$ cat src/rtl/zeroheti_irq_sched.sv
// zeroHETI interrupt priority scheduler: pending capture, per-line config,
// highest-priority arbitration and a hardware nesting-level stack.
module zeroheti_irq_sched #(
    parameter int unsigned NrIrqs = 32,
    parameter int unsigned NrPrio = 8,
    localparam int unsigned IrqWidth = $clog2(NrIrqs),
    localparam int unsigned PrioWidth = $clog2(NrPrio),
    localparam int unsigned StackDepth = NrPrio - 1,
    localparam int unsigned SpWidth = $clog2(StackDepth + 1)
) (
    input  logic                 clk_i,
    input  logic                 rst_ni,
    input  logic [NrIrqs-1:0]    ext_irqs_i,
    input  logic                 cfg_req_i,
    input  logic                 cfg_we_i,
    input  logic [IrqWidth-1:0]  cfg_addr_i,
    input  logic [31:0]          cfg_wdata_i,
    output logic                 cfg_gnt_o,
    output logic                 cfg_rvalid_o,
    output logic [31:0]          cfg_rdata_o,
    output logic                 irq_valid_o,
    output logic [IrqWidth-1:0]  irq_id_o,
    output logic [PrioWidth-1:0] irq_level_o,
    output logic                 irq_nest_o,
    input  logic [IrqWidth-1:0]  irq_id_i,
    input  logic                 irq_ack_i,
    input  logic                 irq_exit_i,
    output logic                 stack_err_o
);

    logic [NrIrqs-1:0]    r_irq_q;
    logic [NrIrqs-1:0]    r_irq_prev_q;
    logic [NrIrqs-1:0]    r_ie;
    logic [NrIrqs-1:0]    r_ip;
    logic [NrIrqs-1:0]    r_edge;
    logic [PrioWidth-1:0] r_prio [NrIrqs];
    logic [PrioWidth-1:0] r_stack [StackDepth];
    logic [SpWidth-1:0]   r_sp;
    logic                 r_err;
    logic                 r_rvalid;
    logic [31:0]          r_rdata;
    logic                 r_valid;
    logic [IrqWidth-1:0]  r_id;
    logic [PrioWidth-1:0] r_level;
    logic                 r_nest;

    logic [NrIrqs-1:0]    w_hw_set;
    logic [NrIrqs-1:0]    w_wr_sel;
    logic [NrIrqs-1:0]    w_ack_sel;
    logic                 w_wr;
    logic                 w_rd;
    logic                 w_addr_ok;
    logic                 w_ack_ok;
    logic [31:0]          w_rword;
    logic [PrioWidth-1:0] w_thr;
    logic [PrioWidth-1:0] w_ack_prio;
    logic                 w_pop;
    logic                 w_push;
    logic                 w_err;
    logic [SpWidth-1:0]   w_sp_pop;
    logic                 w_win;
    logic [IrqWidth-1:0]  w_win_id;
    logic [PrioWidth-1:0] w_win_prio;

    assign cfg_gnt_o    = cfg_req_i;
    assign cfg_rvalid_o = r_rvalid;
    assign cfg_rdata_o  = r_rdata;
    assign irq_valid_o  = r_valid;
    assign irq_id_o     = r_id;
    assign irq_level_o  = r_level;
    assign irq_nest_o   = r_nest;
    assign stack_err_o  = r_err;

    // Edge lines pend on a 0->1 of the captured input, level lines while high.
    assign w_hw_set  = r_irq_q & (~r_edge | ~r_irq_prev_q);
    assign w_wr      = cfg_req_i & cfg_we_i;
    assign w_rd      = cfg_req_i & ~cfg_we_i;
    assign w_addr_ok = (32'(cfg_addr_i) < NrIrqs);
    assign w_ack_ok  = (32'(irq_id_i) < NrIrqs);

    always_comb begin
        w_wr_sel  = '0;
        w_ack_sel = '0;
        for (int i = 0; i < int'(NrIrqs); i++) begin
            w_wr_sel[i]  = w_wr & (cfg_addr_i == IrqWidth'(i));
            w_ack_sel[i] = irq_ack_i & (irq_id_i == IrqWidth'(i));
        end
    end

    always_comb begin
        w_rword = '0;
        if (w_addr_ok) begin
            w_rword[0]              = r_ie[cfg_addr_i];
            w_rword[1]              = r_ip[cfg_addr_i];
            w_rword[2]              = r_edge[cfg_addr_i];
            w_rword[8+:PrioWidth]   = r_prio[cfg_addr_i];
        end
    end

    always_comb begin
        w_ack_prio = '0;
        if (w_ack_ok) begin
            w_ack_prio = r_prio[irq_id_i];
        end
    end

    assign w_thr = (r_sp == '0) ? '0 : r_stack[r_sp - 1'b1];

    // Exit pops before ack pushes, so a same-cycle pair replaces the top.
    assign w_pop    = irq_exit_i & (r_sp != '0);
    assign w_sp_pop = r_sp - SpWidth'(w_pop);
    assign w_push   = irq_ack_i & (w_sp_pop != SpWidth'(StackDepth));
    assign w_err    = (irq_exit_i & (r_sp == '0)) | (irq_ack_i & ~w_push);

    // Strict compare keeps the lowest ID on equal priority.
    always_comb begin
        w_win      = 1'b0;
        w_win_id   = '0;
        w_win_prio = '0;
        for (int i = 0; i < int'(NrIrqs); i++) begin
            if (r_ip[i] && r_ie[i] && (r_prio[i] > w_thr) &&
                (r_prio[i] > w_win_prio)) begin
                w_win      = 1'b1;
                w_win_id   = IrqWidth'(i);
                w_win_prio = r_prio[i];
            end
        end
    end

    always_ff @(posedge clk_i or negedge rst_ni) begin
        if (!rst_ni) begin
            r_irq_q      <= '0;
            r_irq_prev_q <= '0;
        end else begin
            r_irq_q      <= ext_irqs_i;
            r_irq_prev_q <= r_irq_q;
        end
    end

    always_ff @(posedge clk_i or negedge rst_ni) begin
        if (!rst_ni) begin
            r_ie   <= '0;
            r_ip   <= '0;
            r_edge <= '0;
            for (int i = 0; i < int'(NrIrqs); i++) begin
                r_prio[i] <= '0;
            end
        end else begin
            for (int i = 0; i < int'(NrIrqs); i++) begin
                if (w_hw_set[i]) begin
                    r_ip[i] <= 1'b1;
                end else if (w_wr_sel[i]) begin
                    r_ip[i] <= cfg_wdata_i[1];
                end else if (w_ack_sel[i]) begin
                    r_ip[i] <= 1'b0;
                end
                if (w_wr_sel[i]) begin
                    r_ie[i]   <= cfg_wdata_i[0];
                    r_edge[i] <= cfg_wdata_i[2];
                    r_prio[i] <= cfg_wdata_i[8+:PrioWidth];
                end
            end
        end
    end

    always_ff @(posedge clk_i or negedge rst_ni) begin
        if (!rst_ni) begin
            r_sp  <= '0;
            r_err <= 1'b0;
            for (int i = 0; i < int'(StackDepth); i++) begin
                r_stack[i] <= '0;
            end
        end else begin
            r_sp  <= w_sp_pop + SpWidth'(w_push);
            r_err <= r_err | w_err;
            if (w_push) begin
                r_stack[w_sp_pop] <= w_ack_prio;
            end
        end
    end

    always_ff @(posedge clk_i or negedge rst_ni) begin
        if (!rst_ni) begin
            r_rvalid <= 1'b0;
            r_rdata  <= '0;
        end else begin
            r_rvalid <= cfg_req_i;
            r_rdata  <= w_rd ? w_rword : '0;
        end
    end

    always_ff @(posedge clk_i or negedge rst_ni) begin
        if (!rst_ni) begin
            r_valid <= 1'b0;
            r_id    <= '0;
            r_level <= '0;
            r_nest  <= 1'b0;
        end else if (irq_ack_i) begin
            r_valid <= 1'b0;
        end else if (w_win) begin
            r_valid <= 1'b1;
            r_id    <= w_win_id;
            r_level <= w_win_prio;
            r_nest  <= (r_sp != '0);
        end else begin
            r_valid <= 1'b0;
        end
    end

endmodule

$ cat config.mk
export PLATFORM = sky130hd
export DESIGN_NAME = zeroheti_irq_sched
export DESIGN_NICKNAME = d
export VERILOG_FILES = /design/src/rtl/zeroheti_irq_sched.sv
export SDC_FILE = /design/constraint.sdc
export NUM_CORES = 1
export LEC_CHECK = 0
export ABC_AREA = 1
export BUFFER_PORTS_ARGS = -buffer_cell sky130_fd_sc_hd__buf_2
export CORE_ASPECT_RATIO = 0.75
export CORE_UTILIZATION = 60
export DETAILED_ROUTE_END_ITERATION = 16
export PLACE_DENSITY = 0.81
export SYNTH_ARGS = -nofsm -noshare
export SYNTH_HDL_FRONTEND = slang
export SYNTH_SLANG_ARGS = --single-unit
$ cat constraint.sdc
create_clock -name clk_i -period 41.1 [get_ports clk_i]
set_input_delay 4.11 -clock clk_i [delete_from_list [all_inputs] [get_ports clk_i]]
set_output_delay 4.11 -clock clk_i [all_outputs]
set_load 0.005 [all_outputs]
==> results.json <==
{
  "outcome": "completed",
  "skew_ps": 15.4,
  "holdCritPathClass": "register to register",
  "drt-initial-drc-count": 2658,
  "rsz0062_at_grt": "no",
  "number_of_flops_mapped_to_enable_cells_by_yosys": 0,
  "synth_top_area_cell": "sky130_fd_sc_hd__dfrtp_1",
  "cts.reportedPaths.clkPinSlew_ps": 60,
  "cpMostUsedCell": "sky130_fd_sc_hd__ha_1",
  "starting_utilization_of_the_core_area_pct": 61.0,
  "detailed_place_hpwl_um": 45900,
  "critical_path_buf_inv_count": 12,
  "post_synth_top_area_share_pct": 39.1,
  "floorplan.io_pins": 125,
  "final_layout_size_suffix_gt1_share_pct": 12.5,
  "detailedRoute.firstPassIterationCount": 6,
  "clock_tree.root_cell": "sky130_fd_sc_hd__clkbuf_16",
  "final.min_clock_period_ps": 37960,
  "placed_cell_count": 2867,
  "critPathTopFamily": "simple AND/OR/NAND/NOR gates",
  "grt_pass1_vias": 17653,
  "max-slew-margin-rel_pct": 14.4,
  "tightestPinTransition_ps": 1280,
  "htree_levels": 2,
  "area.growth.synth_to_final_pct": 9.32,
  "worst_r2r_startpoint": "r_sp[0]",
  "critical_path_required_ps": 41540,
  "drc": 0,
  "synth_seq_cells": 298,
  "cts_tree": "done",
  "dieWidth_um": 208,
  "critPathSlowestCell": "sky130_fd_sc_hd__dfrtp_2",
  "synth_area_leaders": "sky130_fd_sc_hd__dfrtp_1 (39%), sky130_fd_sc_hd__nand2_1 (11%), sky130_fd_sc_hd__o21ai_0 (8.1%)",
  "criticalPathCategory": "register to register",
  "global_route_wire_length_before_repair_um": 99300,
  "synthFlopType": "sky130_fd_sc_hd__dfrtp_1",
  "number_of_antenna_violations_at_the_first_check_in_global_routing": 2,
  "vias": 18907,
  "cts.hold.buffers_added": 0,
  "design.die.area_um2": 32500,
  "via_per_inst": 6.45,
  "largest_net_degree_at_the_start_of_global_routing": 96,
  "worstSetupStartpointType": "register",
  "max_cap_viol_count": 0,
  "synth_seq_area_share_pct": 39.1,
  "critical_path_depth": 225,
  "layout_common_cells": "sky130_fd_sc_hd__nand2_1 (575), sky130_fd_sc_hd__dfrtp_1 (297), sky130_fd_sc_hd__o21ai_0 (285), sky130_fd_sc_hd__inv_1 (238), sky130_fd_sc_hd__nor2_1 (133)",
  "reg2reg_to": "irq_id_o[2]",
  "globalRoute.totalOverflow": 0,
  "fmaxAchievable_mhz": 26.3,
  "maxSlewViolCount": 0,
  "fin_cells": 2930,
  "critical_path.endpoint_type": "register",
  "reg2reg_setup_slack_ps": 3140,
  "gp_congestion": 1.02,
  "die_y_um": 156,
  "critical_path_arrival_ps": 38390,
  "final_common_cell": "sky130_fd_sc_hd__nand2_1",
  "hold_violations": 0,
  "core_region_area_um2": 31300,
  "yosysUniqueCellTypes": 62,
  "antenna_violating_nets_post_route": 0,
  "timing.setup.tns_ps": 0,
  "timing.critical_path.slowest_cell_delay_ps": 490,
  "synthCells": 2458,
  "grt.total_usage_pct": 40.1,
  "synthesis.yosys.warnings": 0,
  "post_synth.cell_area_avg_um2": 7.76,
  "clock_path_buffers": 3,
  "cts-buffers-inserted": 34,
  "final-setup-viol-count": 0,
  "crit_end": "irq_id_o[2]",
  "tritoncts_num_sinks": 298,
  "synth.cell_area_um2": 19100,
  "critPathLaunch": "r_sp[0]",
  "drt_wl_total_um": 64900,
  "worst_r2r_path_depth": 225,
  "io_buffer_count": 72,
  "async_flop_share_pct": 100,
  "finish.net_count": 2688,
  "avgRoutedWirePerCell_um": 22.1,
  "placement_rows": 56,
  "insertion_delay_ps": 550,
  "worstPathMaxFanout": 16,
  "timing.final.crit_share_pct": 92.4
}
[cells by family (layout without fill, tap and decap cells)]
group | count (synthesis) | count (layout) | share of synthesized area [%]
XOR/XNOR | 1 | 1 | 0.0459
adder cells (fa/ha/maj) | 111 | 111 | 7.28
buffers and inverters | 373 | 413 | 8.06
AND/OR/NAND/NOR | 1003 | 1003 | 24.0
flip-flops | 298 | 298 | 39.1
multiplexers | 1 | 1 | 0.0591
AO/OA/AOI/OAI | 670 | 670 | 21.4
other | 1 | 27 | 0.0197
[per-layer routing]
layer  GRT usage, %  vias to the layer above  share of wire, %
li1               -                     8468                 -
met3           12.2                      256                14
met5              0                        -              0.10
met4           16.3                        4               4.4
met1           55.7                     8879                41
met2           58.2                     1300                41
[cell type report]
| cell class | count | area (um2) |
|---|---|---|
| clock buffers | 46 | 966 |
| inverters | 260 | 976 |
| repair buffers | 91 | 513 |
| clock inverters | 16 | 213 |
| diodes | 1 | 2.50 |
| multi-input cells | 1812 | 10200 |
| flip-flops and latches | 298 | 7460 |
| well taps | 406 | 508 |
| fillers | 2643 | 10400 |
[sequential cells by signal, indices dropped and copies added (netlist names)]
| register | count |
|---|---|
| irq_nest_o | 1 |
| r_edge | 32 |
| r_ie | 32 |
| irq_valid_o | 1 |
| r_stack | 21 |
| stack_err_o | 1 |
| r_irq_q | 32 |
| cfg_rdata_o | 6 |
| irq_level_o | 3 |
| cfg_rvalid_o | 1 |
| r_sp | 3 |
| r_ip | 32 |
| irq_id_o | 5 |
| r_irq_prev_q | 32 |
| r_prio | 96 |
[Yosys cell counts, drive strengths merged (11+ instances only)]
library cell / instances
a211oi: 14
a21oi: 88
a221oi: 15
a22oi: 33
buf: 37
clkbuf: 76
dfrtp: 298
ha: 111
inv: 255
nand2: 656
nand3: 157
nand4: 20
nor2: 138
nor3: 11
o211ai: 61
o21ai: 318
o221ai: 19
o22ai: 73
[worst min path at each step]
stage	cells after the start	from	to	slack [ps]
floorplan	0	r_irq_q[10]	r_irq_prev_q[10]	350
global placement	0	r_irq_q[7]	r_irq_prev_q[7]	360
detailed placement	0	r_irq_q[20]	r_irq_prev_q[20]	360
CTS	0	r_irq_q[7]	r_irq_prev_q[7]	380
global route	0	r_irq_q[7]	r_irq_prev_q[7]	390
finish	0	r_irq_q[16]	r_irq_prev_q[16]	370
[metrics by stage]
step,hold slack (ps),utilization (%),area [um2],setup WS (ps)
2_1_floorplan,354,-,19200,6710
3_3_place_gp,359,62.8,19600,2240
3_5_place_dp,363,62.8,19600,1020
4_1_cts,379,66.6,20800,849
5_1_grt,385,66.7,20800,64.9
6_report,375,66.7,20800,3140
[timing repair]
action / CTS / global route
resized for setup: 0 / 32
buffers inserted: 0 / 0
endpoints found under the setup margin: 0 / 10
hold endpoints to repair: 0 / 0
[worst register-to-register path, delay by kind of cell (launching register included)]
| kind | cells | cell delay (ps) |
|---|---|---|
| and+or+nand+nor | 120 | 14170 |
| buffers and inverters | 12 | 1330 |
| AOI/OAI and AO/OA | 60 | 12270 |
| DFF | 1 | 490 |
| adders and majority gates | 33 | 9680 |
Power is not shown: default switching activity piles up to over one toggle a cycle in this logic, so the estimate is an artifact.
